[src/rtl/shift_rotate_unit_pkg.sv]
// Shared definitions for the shift/rotate unit: op encodings and pipeline split helpers.
package shift_rotate_unit_pkg;

    typedef enum logic [2:0] {
        OP_SHL  = 3'd0,
        OP_SHR  = 3'd1,
        OP_SAR  = 3'd2,
        OP_ROL  = 3'd3,
        OP_ROR  = 3'd4,
        OP_RCL  = 3'd5,
        OP_RCR  = 3'd6,
        OP_PASS = 3'd7
    } op_e;

    // Number of mux levels (low amount bits) applied before the optional mid register.
    function automatic int stage1_levels(input int shw);
        return (shw + 1) / 2;
    endfunction

    // Right-moving ops keep the carry slot below the data ({a, c}); the rest keep it above ({c, a}).
    function automatic logic is_right(input logic [2:0] op);
        return op inside {OP_SHR, OP_SAR, OP_ROR, OP_RCR};
    endfunction

endpackage

[src/rtl/shift_rotate_level.sv]
// One barrel level: moves the (WIDTH+1)-bit carry-extended word by 2**LEVEL when i_bit is set.
module shift_rotate_level
    import shift_rotate_unit_pkg::*;
#(
    parameter int WIDTH = 32,
    parameter int LEVEL = 0
) (
    input  logic [WIDTH:0] i_word,
    input  logic [2:0]     i_op,
    input  logic           i_bit,
    output logic [WIDTH:0] o_word
);

    localparam int S = 1 << LEVEL;

    logic [WIDTH-1:0] w_rol;
    logic [WIDTH-1:0] w_ror;

    // Plain rotates move only the data field; the carry slot tracks the bit that wrapped last.
    assign w_rol = {i_word[WIDTH-1-S:0], i_word[WIDTH-1:WIDTH-S]};
    assign w_ror = {i_word[S:1], i_word[WIDTH:S+1]};

    always_comb begin
        // NOTE: default assigned first so every path drives o_word and no latch is inferred.
        o_word = i_word;
        if (i_bit) begin
            unique case (op_e'(i_op))
                OP_SHL:  o_word = i_word << S;
                OP_SHR:  o_word = i_word >> S;
                OP_SAR:  o_word = {{S{i_word[WIDTH]}}, i_word[WIDTH:S]};
                OP_ROL:  o_word = {w_rol[0], w_rol};
                OP_ROR:  o_word = {w_ror, w_ror[WIDTH-1]};
                OP_RCL:  o_word = {i_word[WIDTH-S:0], i_word[WIDTH:WIDTH-S+1]};
                OP_RCR:  o_word = {i_word[S-1:0], i_word[WIDTH:S]};
                OP_PASS: o_word = i_word;
            endcase
        end
    end

endmodule

[src/rtl/shift_rotate_unit.sv]
// Pipelined shift/rotate unit: SHW barrel levels, optional mid register, valid/ready on both sides.
module shift_rotate_unit
    import shift_rotate_unit_pkg::*;
#(
    parameter int  WIDTH    = 32,
    parameter int  PIPE_MID = 1,
    parameter int  TAG_W    = 4,
    localparam int SHW      = $clog2(WIDTH)
) (
    input  logic             clk,
    input  logic             rst_n,
    input  logic             in_valid,
    output logic             in_ready,
    input  logic [2:0]       in_op,
    input  logic [WIDTH-1:0] in_a,
    input  logic [SHW-1:0]   in_n,
    input  logic             in_c,
    input  logic [TAG_W-1:0] in_tag,
    output logic             out_valid,
    input  logic             out_ready,
    output logic [WIDTH-1:0] out_q,
    output logic             out_c,
    output logic             out_z,
    output logic [TAG_W-1:0] out_tag
);

    localparam int SPLIT = stage1_levels(SHW);
    localparam int NHI   = SHW - SPLIT;

    logic [WIDTH:0]     w_s1 [0:SPLIT];
    logic [WIDTH:0]     w_s2 [SPLIT:SHW];
    logic [2:0]         w_s2_op;
    logic [NHI-1:0]     w_s2_nhi;
    logic [TAG_W-1:0]   w_s2_tag;
    logic               w_s2_valid;
    logic               w_out_adv;
    logic               w_right;
    logic [WIDTH-1:0]   w_q;
    logic               w_c;

    logic               r_out_valid;
    logic [WIDTH-1:0]   r_out_q;
    logic               r_out_c;
    logic               r_out_z;
    logic [TAG_W-1:0]   r_out_tag;

    assign w_s1[0] = is_right(in_op) ? {in_a, in_c} : {in_c, in_a};

    for (genvar k = 0; k < SPLIT; k++) begin : g_s1
        shift_rotate_level #(.WIDTH(WIDTH), .LEVEL(k)) u_level (
            .i_word (w_s1[k]),
            .i_op   (in_op),
            .i_bit  (in_n[k]),
            .o_word (w_s1[k+1])
        );
    end

    // The output stage can take new data when empty or being drained this cycle.
    assign w_out_adv = !r_out_valid || out_ready;

    if (PIPE_MID != 0) begin : g_mid
        logic             r_mid_valid;
        logic [WIDTH:0]   r_mid_word;
        logic [2:0]       r_mid_op;
        logic [NHI-1:0]   r_mid_nhi;
        logic [TAG_W-1:0] r_mid_tag;

        assign in_ready = !r_mid_valid || w_out_adv;

        // NOTE: non-blocking assignments for all sequential state so every flop samples pre-edge values.
        always_ff @(posedge clk or negedge rst_n) begin
            if (!rst_n) begin
                r_mid_valid <= 1'b0;
            end else if (in_ready) begin
                r_mid_valid <= in_valid;
            end
        end

        // NOTE: payload flops have no reset; they are only observed while r_mid_valid is set.
        always_ff @(posedge clk) begin
            if (in_ready && in_valid) begin
                r_mid_word <= w_s1[SPLIT];
                r_mid_op   <= in_op;
                r_mid_nhi  <= in_n[SHW-1:SPLIT];
                r_mid_tag  <= in_tag;
            end
        end

        assign w_s2[SPLIT] = r_mid_word;
        assign w_s2_op     = r_mid_op;
        assign w_s2_nhi    = r_mid_nhi;
        assign w_s2_tag    = r_mid_tag;
        assign w_s2_valid  = r_mid_valid;
    end else begin : g_nomid
        assign in_ready    = w_out_adv;
        assign w_s2[SPLIT] = w_s1[SPLIT];
        assign w_s2_op     = in_op;
        assign w_s2_nhi    = in_n[SHW-1:SPLIT];
        assign w_s2_tag    = in_tag;
        assign w_s2_valid  = in_valid;
    end

    for (genvar k = SPLIT; k < SHW; k++) begin : g_s2
        shift_rotate_level #(.WIDTH(WIDTH), .LEVEL(k)) u_level (
            .i_word (w_s2[k]),
            .i_op   (w_s2_op),
            .i_bit  (w_s2_nhi[k-SPLIT]),
            .o_word (w_s2[k+1])
        );
    end

    assign w_right = is_right(w_s2_op);
    assign w_q     = w_right ? w_s2[SHW][WIDTH:1] : w_s2[SHW][WIDTH-1:0];
    assign w_c     = w_right ? w_s2[SHW][0]       : w_s2[SHW][WIDTH];

    always_ff @(posedge clk or negedge rst_n) begin
        if (!rst_n) begin
            r_out_valid <= 1'b0;
            r_out_q     <= '0;
            r_out_c     <= 1'b0;
            r_out_z     <= 1'b0;
            r_out_tag   <= '0;
        end else if (w_out_adv) begin
            r_out_valid <= w_s2_valid;
            if (w_s2_valid) begin
                r_out_q   <= w_q;
                r_out_c   <= w_c;
                r_out_z   <= ~|w_q;
                r_out_tag <= w_s2_tag;
            end
        end
    end

    assign out_valid = r_out_valid;
    assign out_q     = r_out_q;
    assign out_c     = r_out_c;
    assign out_z     = r_out_z;
    assign out_tag   = r_out_tag;

endmodule

[config.mk]
export PLATFORM = sky130hd
export DESIGN_NAME = shift_rotate_unit
export DESIGN_NICKNAME = d
export VERILOG_FILES = /design/src/rtl/shift_rotate_unit_pkg.sv /design/src/rtl/shift_rotate_level.sv /design/src/rtl/shift_rotate_unit.sv
export SDC_FILE = /design/constraint.sdc
export NUM_CORES = 1
export LEC_CHECK = 0
export CAP_MARGIN = 25
export CORE_ASPECT_RATIO = 1.75
export CORE_MARGIN = 8
export CORE_UTILIZATION = 60
export CTS_CLUSTER_DIAMETER = 80
export DETAILED_ROUTE_END_ITERATION = 8
export GPL_TIMING_DRIVEN = 0
export HOLD_SLACK_MARGIN = 0.1
export PLACE_DENSITY = 0.82
export SLEW_MARGIN = 30
export SYNTH_ARGS = -nofsm -noshare
export SYNTH_HDL_FRONTEND = slang
export SYNTH_SLANG_ARGS = --single-unit
[constraint.sdc]
create_clock -name clk -period 4.1 [get_ports clk]
set_input_delay 0.615 -clock clk [delete_from_list [all_inputs] [get_ports clk]]
set_output_delay 0.615 -clock clk [all_outputs]
set_load 0.01 [all_outputs]
==> results of run 1 <==
cell families after synthesis:
kind of cell	Yosys count
AOI/OAI and AO/OA	602
muxes	70
adders and majority gates	2
xor gates and xnor gates	5
buffers and inverters	161
DFF	82
and+or+nand+nor	481
Yosys cell counts, types with 7 or more instances:
master                      count
sky130_fd_sc_hd__inv_1         17
sky130_fd_sc_hd__or2_2          7
sky130_fd_sc_hd__a22oi_1       29
sky130_fd_sc_hd__o21ai_0      100
sky130_fd_sc_hd__edfxtp_1      42
sky130_fd_sc_hd__o211ai_1      19
sky130_fd_sc_hd__o22ai_1       51
sky130_fd_sc_hd__a21oi_1      112
sky130_fd_sc_hd__nand2b_1      26
sky130_fd_sc_hd__and2_1        14
sky130_fd_sc_hd__buf_6         11
sky130_fd_sc_hd__dfrtp_1       40
sky130_fd_sc_hd__a21boi_0       9
sky130_fd_sc_hd__nor3_1        11
sky130_fd_sc_hd__mux2_2        18
sky130_fd_sc_hd__a221oi_2      11
sky130_fd_sc_hd__nand2_1      144
sky130_fd_sc_hd__o21bai_1      10
sky130_fd_sc_hd__buf_2         44
sky130_fd_sc_hd__nand3_1       18
sky130_fd_sc_hd__o21ai_1        7
sky130_fd_sc_hd__nand4b_1       8
sky130_fd_sc_hd__nor2_1       151
sky130_fd_sc_hd__a22o_1        11
sky130_fd_sc_hd__buf_4         10
sky130_fd_sc_hd__and3_1        10
sky130_fd_sc_hd__o2bb2ai_1     28
sky130_fd_sc_hd__a221o_1       17
sky130_fd_sc_hd__nor2b_1       37
sky130_fd_sc_hd__a21o_1        10
sky130_fd_sc_hd__a221oi_1      28
sky130_fd_sc_hd__mux2i_1       51
sky130_fd_sc_hd__a211oi_1      35
sky130_fd_sc_hd__a222oi_1      17
sky130_fd_sc_hd__o221ai_1       8
sky130_fd_sc_hd__buf_1          9
sky130_fd_sc_hd__a2bb2oi_1      8
sky130_fd_sc_hd__nand3b_1      15
sky130_fd_sc_hd__a31oi_1       17
sky130_fd_sc_hd__clkbuf_1      66
per-stage QoR:
stage               hold slack (ps)  setup WS [ps]  utilization (%)  area (um^2)  std cells
global placement                459           -509             67.1        11700       1719
detailed placement              469           -545             67.4        11700       1722
floorplan                       319           1180                -        10500       1403
CTS                             124           59.8             69.4        12100       1740
layer usage:
metal / overflow / global-route usage (%)
met1: 1 / 55.6
met2: 96 / 82.3
met3: 4 / 34.2
met4: 74 / 65.4
met5: 0 / 2.61
repair_timing:
action                                  in CTS
gates resized for setup                      0
pin swaps                                    1
hold buffers                                 0
setup buffers                                2
endpoints found under the setup margin       1
==> results.txt, run 1 <==
During placement, the flow inserted port buffers numbering 85. The tools report the row count as 64. Sorting the synthesized cells by area gives the leading types as sky130_fd_sc_hd__edfxtp_1 (12%), sky130_fd_sc_hd__dfrtp_1 (9.5%), sky130_fd_sc_hd__nor2_1 (5.4%). The estimated wirelength of the detail-placed design is 41,800 um, and the number of distinct standard cells referenced by the synthesized netlist is 98. Clock tree synthesis selected as its root buffer the cell sky130_fd_sc_hd__clkbuf_16. The dominant combinational cell family by area after synthesis is compound AO/OA/AOI/OAI gates. Number of clock buffers inserted by TritonCTS: 9. The number of nets handed over by synthesis was 1,452. The async set-or-reset flop fraction in the synthesized netlist is 48.8%. The xor/xnor cell area share of the yosys netlist is 0.618%. The synthesized-area fraction occupied by ao, oa, aoi and oai cells was 41.1%.

The effective utilization at floorplan was 60.6%. The run stopped with a tool error. The run gives 82 as the CTS sink count. In this run the number of H-tree levels came out at 3. The most frequently used flop master after synthesis is sky130_fd_sc_hd__edfxtp_1. The maximum buffer depth of the clock tree came out at 2. The tools report the via count of the first global-routing pass as 14.9k. Summing the areas of all and, or, nand and nor instances in the mapped netlist gives 22.1% of the synthesized area. The adder-cell share of the synthesized area came out at 0.202%. The fraction of post-synthesis cell area in the top cell type by area came out at 12.0%. The first error in the log reads "[ERROR GRT-0116] Global routing finished with congestion. Check the congestion regions in the DRC Viewer".

The share of synthesized area occupied by flip-flops and latches is 21.5%, and the number of instances in the synthesized netlist is 1,403. The summed instance area of the synthesized netlist is 10,500 um^2, and the I/O pin total is 89. The register bit count reported by yosys is 82.

It got as far as global routing and failed there. The average instance in the mapped netlist occupies 7.50 um^2. The congestion estimate from routability-driven global placement came to 1.22. The total overflow reported by the global router came out at 175. Of all cell types, the one taking the most synthesized area is sky130_fd_sc_hd__edfxtp_1.

The first global-routing pass estimated 98,900 um of wire. Yosys printed 0 warnings. The width of the chip is 116 um. Global routing used 58.8% of the available tracks across all layers.

The fraction of synthesized area in multiplexers was 6.92%. Die outline height: 191 um. Entering global routing, the biggest net connects 32 pins. Counting flops with a built-in enable in the synthesized netlist gives 42.
==> run 2, diff against run 1 <==
--- a/config.mk
+++ b/config.mk
@@ -6,14 +6,11 @@
 export NUM_CORES = 1
 export LEC_CHECK = 0
 export CAP_MARGIN = 25
-export CORE_ASPECT_RATIO = 1.75
 export CORE_MARGIN = 8
-export CORE_UTILIZATION = 60
-export CTS_CLUSTER_DIAMETER = 80
+export CORE_UTILIZATION = 40
 export DETAILED_ROUTE_END_ITERATION = 8
 export GPL_TIMING_DRIVEN = 0
-export HOLD_SLACK_MARGIN = 0.1
-export PLACE_DENSITY = 0.82
+export PLACE_DENSITY_LB_ADDON = 0.15
 export SLEW_MARGIN = 30
 export SYNTH_ARGS = -nofsm -noshare
 export SYNTH_HDL_FRONTEND = slang
==> run 2 against run 1 <==
  * The flow now finishes, with violations (negative setup slack)
  * Synthesized cell count did not move
  * Synthesized area stayed put
==> results.txt, run 2 <==
The tools report the core area as 26,000 um^2. The summed instance area of the synthesized netlist is 10,500 um^2 (unchanged). The count of flip-flops with a built-in enable after synthesis is 42 (unchanged), and the die outline height is 178 um (-6.8%). Most frequent cell after synthesis: sky130_fd_sc_hd__nor2_1.

The run gives 31,800 um^2 as the floorplan die area. met2 is the most crowded layer. The register bit count reported by yosys works out to 82 (unchanged). The path class of the tightest hold or removal check is primary input to asynchronous set/reset pin. Static timing analysis puts the maximum clock frequency at 0.239 GHz. Setup repair after global routing could not meet its margin everywhere. Entering global routing, the biggest net connects 31 pins.

Number of setup violations in the final report: 1. Measured in cells, the most critical reg-to-reg path has a length of 12. In the routed design, unresolved DRC markers number 0. The logs give 21.5% (unchanged) for the share of synthesized area occupied by flip-flops and latches and 350 ps for the insertion delay of the later-clocked pin in the worst-skew pair. The row count is 59 (-7.8%), and the effective utilization at floorplan is 40.5% (-20 points).

The tools report the aggregate global-route resource usage as 32.2%. The run gives 0 (unchanged) as the total of warnings raised by yosys. Leaving out fill and tap cells, the most frequent cell in the layout is sky130_fd_sc_hd__nor2_1. After clock tree synthesis, the clock-pin slew on the worst setup and hold paths is 70 ps. For the count of hold buffers inserted by post-cts repair, the log shows 0 (unchanged). The leakage power summed over all cells was 0.00447 uW; the count of fill cells added during filler insertion was 2,703. The tools report the number of hold violations in the final report as 0.

The critical path data required time was 4170 ps. The final layout contains 1,559 nets. The tools report the number of max-slew violations in the final report as 0.

The tools report the via count of the first global-routing pass as 12.4k. The async set-or-reset flop fraction in the synthesized netlist was 48.8% (unchanged); the antenna diode count was 0. Compared with the post-synthesis result, the final layout area differs by 17.0%.

For this run the aggregate overflow at the end of global routing stands at 0. Share of post-route cells with drive strength above 1: 12.5%. The synthesized area per cell was 7.50 um^2 (unchanged).

For this run, global-route usage on met1 was measured as 39.3%. The I/O pin total is 89 (unchanged). Number of iterations in the first detailed-routing pass: 9. The final core utilization was 47.4%; the estimated wirelength of the detail-placed design was 40,600 um (-3.0%). The run gives 9 (unchanged) as the number of clock buffers inserted by TritonCTS. The worst setup path is launched from a primary input. The first global-routing pass estimated 78,500 um of wire.

Ranked by instance count, the synthesized netlist is headed by sky130_fd_sc_hd__nor2_1 (151), sky130_fd_sc_hd__nand2_1 (144), sky130_fd_sc_hd__a21oi_1 (112), sky130_fd_sc_hd__o21ai_0 (100), sky130_fd_sc_hd__clkbuf_1 (66). For the number of placed cells counting well taps, the log shows 1,828 (+6.2%). The number of nets produced by synthesis was 1,452 (unchanged).

The library cells used most frequently in the layout, excluding fill and tap cells, are sky130_fd_sc_hd__nor2_1 (149), sky130_fd_sc_hd__nand2_1 (143), sky130_fd_sc_hd__a21oi_1 (111), sky130_fd_sc_hd__o21ai_0 (100), sky130_fd_sc_hd__clkdlybuf4s50_1 (84). The number of distinct standard cells referenced by the synthesized netlist is 98 (unchanged), and the maximum buffer depth of the clock tree is 2 (unchanged). In the global route stage, met3 resource usage came out at 4.55%. The number of antenna violations at the first check in global routing came out at 0.

Among all stages on the critical path, the largest delay is contributed by sky130_fd_sc_hd__nor3_2. The maximum fanout along the worst path works out to 10. Counting I/O delays and the setup requirement, the final critical path takes 4190 ps. Biggest cell delay along the critical path: 690 ps. Dividing the final minimum period by the clock period gives 102%. The final reports fail on negative setup slack.

TritonCTS built the clock tree. Measured against its own limit, the worst slew margin works out to 31.1%. Once layout is complete, the cells apart from fillers number 1,850. The fraction of post-synthesis cell area in the top cell type by area is 12.0% (unchanged), and the via density per instance is 7.01. The register with the most flip-flops in the layout has 33 of them. The final worst-path setup slack was -87.2 ps. The number of buffers added on ports works out to 85 (unchanged). CTS placed an instance of sky130_fd_sc_hd__clkbuf_16 at the clock tree root. The tools report the met2 track utilization from global routing as 52.5%.

Sorting the synthesized cells by area gives the leading types as sky130_fd_sc_hd__edfxtp_1 (12%), sky130_fd_sc_hd__dfrtp_1 (9.5%), sky130_fd_sc_hd__nor2_1 (5.4%). The pin slew with the least headroom to its limit works out to 1030 ps. The count of H-tree levels built during CTS is 3 (unchanged), and the final clock skew is 21.0 ps. At the worst endpoint, the arrival time is 4260 ps.

Traced cell by cell, the critical path runs through clkdlybuf4s50_1 -> buf_4 -> buf_6 -> nor3_2 -> o21ai_0 -> a32oi_2 -> nor2_1 -> a221oi_2 -> inv_1 -> a31oi_1 -> a21oi_1 -> a211o_1. The cell taking the most area after synthesis was sky130_fd_sc_hd__edfxtp_1. IR analysis of the VDD net gives a maximum drop of 0.000204 V.

The number of instances in the synthesized netlist is 1,403 (unchanged), and the number of DRC markers in iteration 0 is 1,672. The width of the chip is 178 um (+53%), and the number of nets with antenna violations after detailed routing is 0. The run finished, with violations left. The number of vias after detailed routing was 13.0k. More flip-flops sit in one register than any other, and that register is g_mid.r_mid_word. The most used flip-flop cell after synthesis is sky130_fd_sc_hd__edfxtp_1. Across the run, the number of max-cap violations was 0.

Last weighted congestion value of the routability-driven placer: 1.01 (-17%). The total wire length after detailed routing was 52,700 um. The CTS sink count was 82 (unchanged). The total power per unit cell area was 319 nW/um^2. The type of destination of the critical path was a register. The critical path class was primary input to register.

After detailed routing, the average wire length per cell comes to 28.5 um.
## run 2: cell counts after synthesis
Identical to the previous run, type by type.
## run 2: area by class of cell
cell class / instances / area [um^2] / share of cell area, %
tap: 335 / 419 / 3.40
multi-input combinational: 1160 / 7590 / 61.6
clock inverter: 7 / 66.3 / 0.539
clock buffer: 9 / 225 / 1.83
buffer: 141 / 719 / 5.84
inverter: 20 / 75.1 / 0.610
sequential: 82 / 2260 / 18.4
timing repair buffer: 96 / 956 / 7.76
## run 2: cell families (layout without fill, tap and decap cells)
| kind of cell | after synthesis | in the layout | share of synthesized area [%] |
|---|---|---|---|
| compound gates | 602 | 602 | 41.1 |
| simple gates | 481 | 481 | 22.1 |
| buf+inv | 161 | 273 | 7.51 |
| flops | 82 | 82 | 21.5 |
| mux | 70 | 70 | 6.92 |
| xor+xnor | 5 | 5 | 0.618 |
| fa+ha+maj | 2 | 2 | 0.202 |
## run 2: final timing paths
check	slack (ps)	end	from
max	-90	g_mid.r_mid_word[1]$_DFFE_PP_	in_op[1]
min	150	out_q[0]$_DFFE_PN0P_	rst_n
max reg2reg	280	out_z$_DFFE_PN0P_	g_mid.r_mid_op[1]$_DFFE_PP_
min reg2reg	480	out_q[0]$_DFFE_PN0P_	out_q[0]$_DFFE_PN0P_
max in group asynchronous	3490	out_q[12]$_DFFE_PN0P_	rst_n
min in group clk	480	out_q[0]$_DFFE_PN0P_	out_q[0]$_DFFE_PN0P_
## run 2: routing by layer
metal,vias up,routed length [um]
li1,5644,-
met1,6166,20300
met2,927,24200
met3,224,4430
met4,0,3790
met5,-,0
## run 2: critical path, delay by kind of cell
kind	cells	cell delay, ps
buffers and inverters	4	1130
and+or+nand+nor	2	800
AOI/OAI and AO/OA	6	1700
## run 2: stage by stage
| step | instance area, um^2 | setup WS (ps) | power (uW) | setup TNS, ps | hold WS, ps |
|---|---|---|---|---|---|
| after floorplan | 10500 | 1180 | 2250 | 0 | 319 |
| after detailed placement | 11900 | -456 | 3040 | -8700 | 466 |
| after CTS | 12200 | 4.91 | 3860 | 0 | 153 |
| after global routing | 12300 | -121 | 4100 | -437 | 175 |
| final | 12300 | -87.2 | 3930 | -87.2 | 151 |
| after global placement | 11800 | -719 | 3030 | -11610 | 458 |
## run 2: repair_timing
action,in CTS,in global routing
gates cloned,0,0
pin swaps,1,2
resized for setup,1,21
endpoints found under the setup margin,6,27
buffers inserted,2,3
## run 2: report_power, final
part           internal [uW]  switching [uW]  total, uW
sequential              1020             120       1140
combinational            772            1220       1990
clock                    428             367        795
total                   2220            1710       3930
Power figures use the tool's default switching activity.
